==> src/rtl/tennis_pkg.sv <==
// Shared tennis game types and default constants.
// Used by player, ball and court blocks.
package tennis_pkg;

  typedef enum logic [2:0] {
    IDLE,
    WAIT,
    WINDOW,
    COOL,
    OVER
  } state_t;

  localparam int DEF_MAX_LIVES  = 3;
  localparam int DEF_LIFE_W     = 2;
  localparam int DEF_HIT_WINDOW = 8;
  localparam int DEF_WIN_W      = 8;
  localparam int DEF_SCORE_W    = 8;

endpackage

==> src/rtl/player_ctrl_if.sv <==
// Player control bundle between ball logic and display.
// master drives the game inputs, slave is the player block.
interface player_ctrl_if
  import tennis_pkg::*;
#(
  parameter int LIFE_W  = DEF_LIFE_W,
  parameter int SCORE_W = DEF_SCORE_W
);

  logic               button;
  logic               hittable_ball;
  logic               start_game;
  logic               return_hit;
  logic               miss;
  logic [LIFE_W-1:0]  lives;
  logic               game_over;
  logic [SCORE_W-1:0] rally;

  modport master (
    output button, hittable_ball, start_game,
    input  return_hit, miss, lives,
    input  game_over, rally
  );

  modport slave (
    input  button, hittable_ball, start_game,
    output return_hit, miss, lives,
    output game_over, rally
  );

endinterface

==> src/rtl/edge_rise.sv <==
// Registered rising-edge detector with async reset.
// rise is high while d is high and was low last cycle.
module edge_rise (
  input  logic clk,
  input  logic rst,
  input  logic d,
  output logic rise
);

  logic q;

  always_ff @(posedge clk or posedge rst) begin
    if (rst) q <= 1'b0;
    else     q <= d;
  end

  assign rise = d & ~q;

endmodule

==> src/rtl/player_ctrl.sv <==
// Single-player swing tracker: hit window, lives, rally.
// All outputs are registered from the next-state logic.
module player_ctrl
  import tennis_pkg::*;
#(
  parameter int MAX_LIVES  = DEF_MAX_LIVES,
  parameter int LIFE_W     = DEF_LIFE_W,
  parameter int HIT_WINDOW = DEF_HIT_WINDOW,
  parameter int WIN_W      = DEF_WIN_W,
  parameter int SCORE_W    = DEF_SCORE_W
) (
  input logic          clk,
  input logic          rst,
  player_ctrl_if.slave bus
);

  localparam logic [LIFE_W-1:0] LIVES0 =
    LIFE_W'(MAX_LIVES);
  localparam logic [WIN_W-1:0] WIN0 =
    WIN_W'(HIT_WINDOW);
  localparam bit TIMED = (HIT_WINDOW != 0);

  state_t             state, state_n;
  logic [WIN_W-1:0]   cnt, cnt_n;
  logic [LIFE_W-1:0]  lives_q, lives_n;
  logic [SCORE_W-1:0] rally_q, rally_n;
  logic               hit_q, hit_n;
  logic               miss_q, miss_n;
  logic               over_q;
  logic               press;
  logic               lose;
  logic               hb;

  edge_rise u_btn (
    .clk  (clk),
    .rst  (rst),
    .d    (bus.button),
    .rise (press)
  );

  assign hb = bus.hittable_ball;

  always_comb begin
    state_n = state;
    cnt_n   = cnt;
    lives_n = lives_q;
    rally_n = rally_q;
    hit_n   = 1'b0;
    miss_n  = 1'b0;
    lose    = 1'b0;
    if (!bus.start_game) begin
      state_n = IDLE;
      cnt_n   = '0;
      lives_n = LIVES0;
      rally_n = '0;
    end else begin
      unique case (state)
        IDLE: begin
          lives_n = LIVES0;
          rally_n = '0;
          state_n = WAIT;
        end
        WAIT: begin
          if (press && hb) hit_n = 1'b1;
          else if (press)  lose  = 1'b1;
          else if (hb) begin
            state_n = WINDOW;
            cnt_n   = WIN0;
          end
        end
        WINDOW: begin
          if (press && hb) hit_n = 1'b1;
          else if (!hb) lose = 1'b1;
          else if (TIMED && cnt == WIN_W'(1))
            lose = 1'b1;
          else if (TIMED)
            cnt_n = cnt - WIN_W'(1);
        end
        COOL: begin
          if (!hb) state_n = WAIT;
        end
        OVER: ;
        default: state_n = IDLE;
      endcase
      if (hit_n) begin
        state_n = COOL;
        cnt_n   = '0;
        if (rally_q != '1)
          rally_n = rally_q + SCORE_W'(1);
      end
      // The last life parks in OVER; otherwise the ball must leave first.
      if (lose) begin
        miss_n  = 1'b1;
        rally_n = '0;
        cnt_n   = '0;
        if (lives_q > LIFE_W'(1)) begin
          lives_n = lives_q - LIFE_W'(1);
          state_n = COOL;
        end else begin
          lives_n = '0;
          state_n = OVER;
        end
      end
    end
  end

  always_ff @(posedge clk or posedge rst) begin
    if (rst) begin
      state   <= IDLE;
      cnt     <= '0;
      lives_q <= LIVES0;
      rally_q <= '0;
      hit_q   <= 1'b0;
      miss_q  <= 1'b0;
      over_q  <= 1'b0;
    end else begin
      state   <= state_n;
      cnt     <= cnt_n;
      lives_q <= lives_n;
      rally_q <= rally_n;
      hit_q   <= hit_n;
      miss_q  <= miss_n;
      over_q  <= (state_n == OVER);
    end
  end

  assign bus.return_hit = hit_q;
  assign bus.miss       = miss_q;
  assign bus.lives      = lives_q;
  assign bus.game_over  = over_q;
  assign bus.rally      = rally_q;

endmodule

==> src/flat_wrapper.sv <==
// flat-port wrapper written by rule: the top's interface ports become plain ports
module player_ctrl_flat import tennis_pkg::*;
#(
  parameter int MAX_LIVES  = DEF_MAX_LIVES,
  parameter int LIFE_W     = DEF_LIFE_W,
  parameter int HIT_WINDOW = DEF_HIT_WINDOW,
  parameter int WIN_W      = DEF_WIN_W,
  parameter int SCORE_W    = DEF_SCORE_W
)
  (clk, rst, bus_button, bus_hittable_ball, bus_start_game, bus_return_hit, bus_miss, bus_lives, bus_game_over, bus_rally);
  player_ctrl_if #(.LIFE_W(LIFE_W), .SCORE_W(SCORE_W)) bus_i ();
  input logic clk;
  input logic rst;
  input wire logic [$bits(bus_i.button)-1:0] bus_button;
  input wire logic [$bits(bus_i.hittable_ball)-1:0] bus_hittable_ball;
  input wire logic [$bits(bus_i.start_game)-1:0] bus_start_game;
  output wire logic [$bits(bus_i.return_hit)-1:0] bus_return_hit;
  output wire logic [$bits(bus_i.miss)-1:0] bus_miss;
  output wire logic [$bits(bus_i.lives)-1:0] bus_lives;
  output wire logic [$bits(bus_i.game_over)-1:0] bus_game_over;
  output wire logic [$bits(bus_i.rally)-1:0] bus_rally;
  assign bus_i.button = bus_button;
  assign bus_i.hittable_ball = bus_hittable_ball;
  assign bus_i.start_game = bus_start_game;
  assign bus_return_hit = bus_i.return_hit;
  assign bus_miss = bus_i.miss;
  assign bus_lives = bus_i.lives;
  assign bus_game_over = bus_i.game_over;
  assign bus_rally = bus_i.rally;
  player_ctrl #(.MAX_LIVES(MAX_LIVES), .LIFE_W(LIFE_W), .HIT_WINDOW(HIT_WINDOW), .WIN_W(WIN_W), .SCORE_W(SCORE_W)) u_core (.clk(clk), .rst(rst), .bus(bus_i));
endmodule
==> config.mk <==
export PLATFORM = sky130hd
export DESIGN_NAME = player_ctrl_flat
export DESIGN_NICKNAME = d
export VERILOG_FILES = /design/src/rtl/tennis_pkg.sv /design/src/rtl/player_ctrl_if.sv /design/src/rtl/edge_rise.sv /design/src/rtl/player_ctrl.sv /design/src/flat_wrapper.sv
export SDC_FILE = /design/constraint.sdc
export NUM_CORES = 1
export LEC_CHECK = 0
export CAP_MARGIN = 20
export CORE_MARGIN = 4
export CORE_UTILIZATION = 30
export DETAILED_ROUTE_END_ITERATION = 6
export DONT_BUFFER_PORTS = 1
export PLACE_DENSITY = 0.53
export RECOVER_POWER = 100
export SETUP_SLACK_MARGIN = 0.2
export SYNTH_ARGS = -nofsm -noshare
export SYNTH_HDL_FRONTEND = slang
export SYNTH_SLANG_ARGS = --single-unit
==> constraint.sdc <==
create_clock -name clk -period 2.2 [get_ports clk]
set_input_delay 0.44 -clock clk [delete_from_list [all_inputs] [get_ports clk]]
set_output_delay 0.44 -clock clk [all_outputs]
set_load 0.1 [all_outputs]
==> summary.txt <==
Area Overhead vs Synth: 12.4%
Die span in x: 81.2 um
Pwr dens: 568 mW/mm2
Post-route clock skew: 0.0102 ns
Initial antenna violation count: 0
Congestion Overflow GR: 0
R2r endpoint: u_core.bus.lives[0]
Remaining antenna violation count: 0
R2r setup slk: 0.33 ns
Status: finished clean
H-tree levels: 1
Yosys warns: 0
Final Net Count: 190
PortBufs: 0
Drt wl/cell: 16.1 um
Layout cell share with drive strength beyond 1: 23.2%
Startpoint types: flip-flop
Hold_buf cts: 0
CTS tree: done
Final non-filler cell total: 251
Psw: 0.340 mW
Clock network power share: 28.7%
Required @ worst endpoint: 1.76 ns
Syn Std Cell Area: 0.00161 mm2
CTS Sinks: 25
Type of the worst min-delay path: primary input to flip-flop
Initial drt markers: 64
Main synth FF type: dfrtp_1
Final Worst Setup Slack: 0.281 ns
Max VDD drop: 0.238 mV
Synth unique cells: 59
Filler cells: 552
Crit path kind: flip-flop to output port
Worst R2R Start: u_core.cnt[1]
Post-route cell area: 0.00181 mm2
CTS Buf Count: 3
GRT Util Overall: 13.0%
# setup viols final: 0
Fin crit period: 1.92 ns
Sw Share: 33.1%
Largest net degree at the start of global routing: 26
Final hold vios: 0
Hpwl dp: 2.88 mm
Routed wire length: 4.05 mm
CP max FO: 4
Ys async rst share: 100%
Number of synthesized flops with an enable pin: 0
Tot Pwr: 1.03 mW
First-pass GRT wire length: 6.82 mm
GPL Wtd Cong: 0.791
Worst EP arrival: 1.48 ns
Worst hold slack: 0.179 ns
Skew-Pair Late Insertion Delay: 0.28 ns
Final Util: 35.2%
Final Max Slew Viols: 0
Maximum clock insertion buffer count: 2
Tightest Pin Transition: 1.40 ns
Max_cap viols: 0
Vias in the first global route: 1401
DP Area: 0.00178 mm2
Setup TNS: 0 ns
Placed Instances: 244
Detailed-route DRC error count: 0
Comb power frac: 19.5%
Hold depth: 0
Initial core utilization: 31.3%
Post-synthesis sequential area ratio: 39.0%
Pleak: 0.692 nW
Die Ht: 81.2 um
Int Power: 0.688 mW
Root Driver: clkbuf_8
FF-to-FF path depth: 7
Dpl ws: 0.158 ns
FMAX: 521 MHz
I/O pins: 18
DR vias/cell: 5.74
Drt first pass iters: 4
Syn nets: 175
Yosys reg bits: 25
Sequential Power Share: 51.8%
Slew headroom: 6.89%
Post-Syn Instances: 167
Cell Rows: 26
Final period util: 87.2%
Vias after detailed routing: 1440
Unrepaired setup endpoints after global routing: true
Syn_area_per_cell: 9.63 um2
Hold path start: bus_button
CP Capture Type: output port
Total die area: 0.00660 mm2
Clk pin slew, worst setup/hold paths: 0.10 ns
Hold endpoint: u_core.u_btn.q
Core Area: 0.00514 mm2
# diodes: 0
[sequential cells by signal (all words and copies together) (netlist names)]
register,cells
u_core.bus.rally,8
u_core.cnt,8
u_core.state,3
u_core.bus.lives,2
u_core.bus.game_over,1
u_core.bus.miss,1
u_core.bus.return_hit,1
u_core.u_btn.q,1
[power by group through the flow]
stage               clock network, mW  logic, mW  registers (mW)
floorplan                           0      0.167           0.534
global placement                    0      0.196           0.540
detailed placement                  0      0.200           0.540
CTS                             0.310      0.203           0.532
global route                    0.329      0.224           0.535
finish                          0.295      0.201           0.532
[final cells by class]
| cell class | count | area [um2] | area share [%] |
|---|---|---|---|
| clock inverter | 1 | 8.76 | 0.484 |
| tap | 70 | 87.6 | 4.84 |
| multi-input combinational | 121 | 868 | 48.0 |
| inverter | 10 | 37.5 | 2.07 |
| clock buffer | 3 | 41.3 | 2.28 |
| sequential | 25 | 642 | 35.5 |
| timing repair buffer | 21 | 124 | 6.85 |
[worst max path at each step]
stage	cells after the start	slack, ns	startpoint	to
CTS	7	0.23	u_core.cnt[1]	u_core.bus.lives[0]
detailed placement	6	0.16	u_core.cnt[1]	u_core.cnt[4]
global placement	6	0.29	u_core.cnt[1]	u_core.cnt[4]
global route	5	0.13	u_core.bus.rally[0]	u_core.bus.rally[4]
finish	0	0.28	u_core.bus.lives[1]	bus_lives[1]
floorplan	6	0.22	u_core.bus.rally[0]	u_core.bus.rally[0]
[metal layers]
layer  GRT usage [%]  up-vias  wire length (um)
met1            17.1      720              1870
met2            22.2       37              1960
li1                -      681                 -
met3            1.77        2               185
met5               0        -                 0
met4            3.55        0                29
[logic make-up after synthesis]
| kind of cell | after synthesis | synth area share, % |
|---|---|---|
| compound gates | 62 | 29.6 |
| fa+ha+maj | 3 | 2.33 |
| flops | 25 | 39.0 |
| simple gates | 54 | 21.3 |
| mux | 1 | 0.622 |
| buf+inv | 21 | 6.53 |
| xor+xnor | 1 | 0.544 |
[synthesized netlist by cell type (2+ instances only)]
library cell,instances,area (um2)
dfrtp_1,23,576
a21oi_1,11,55.1
nand2_1,10,37.5
inv_1,9,33.8
nor2_1,8,30.0
o211ai_1,8,60.1
o21ai_0,7,35.0
nand3_1,5,25.0
a211oi_1,4,30.0
and3_1,4,25.0
clkbuf_1,4,15.0
or3_1,4,25.0
a311oi_1,3,26.3
a31oi_1,3,18.8
buf_2,3,15.0
ha_1,3,37.5
o21a_1,3,22.5
a2111oi_0,2,17.5
a2111oi_2,2,30.0
a32o_1,2,20.0
a32oi_1,2,17.5
buf_4,2,15.0
buf_6,2,22.5
dfstp_2,2,52.6
nand4_1,2,12.5
nand4b_1,2,17.5
nand4bb_1,2,22.5
nor2b_1,2,12.5
nor3_1,2,10.0
nor3b_1,2,15.0
[cells in the final DEF (no fill, tap or decap), drive strengths merged, types with 4 or more instances in the layout]
master | synthesis | layout
clkbuf | 4 | 17
a211oi | 4 | 4
nand3 | 5 | 5
dfrtp | 23 | 23
buf | 7 | 7
a21oi | 11 | 11
inv | 10 | 11
a2111oi | 5 | 5
o211ai | 8 | 8
and3 | 4 | 4
nand2 | 11 | 11
nor2 | 8 | 8
o21ai | 8 | 8
or3 | 4 | 4
[timing repair]
action	4_1_cts	5_1_grt
setup endpoints to repair	2	17
gates resized for setup	1	6
gates cloned	0	1
pin swaps	0	2
buffers inserted	0	2
(Power assumes the default switching activity.)
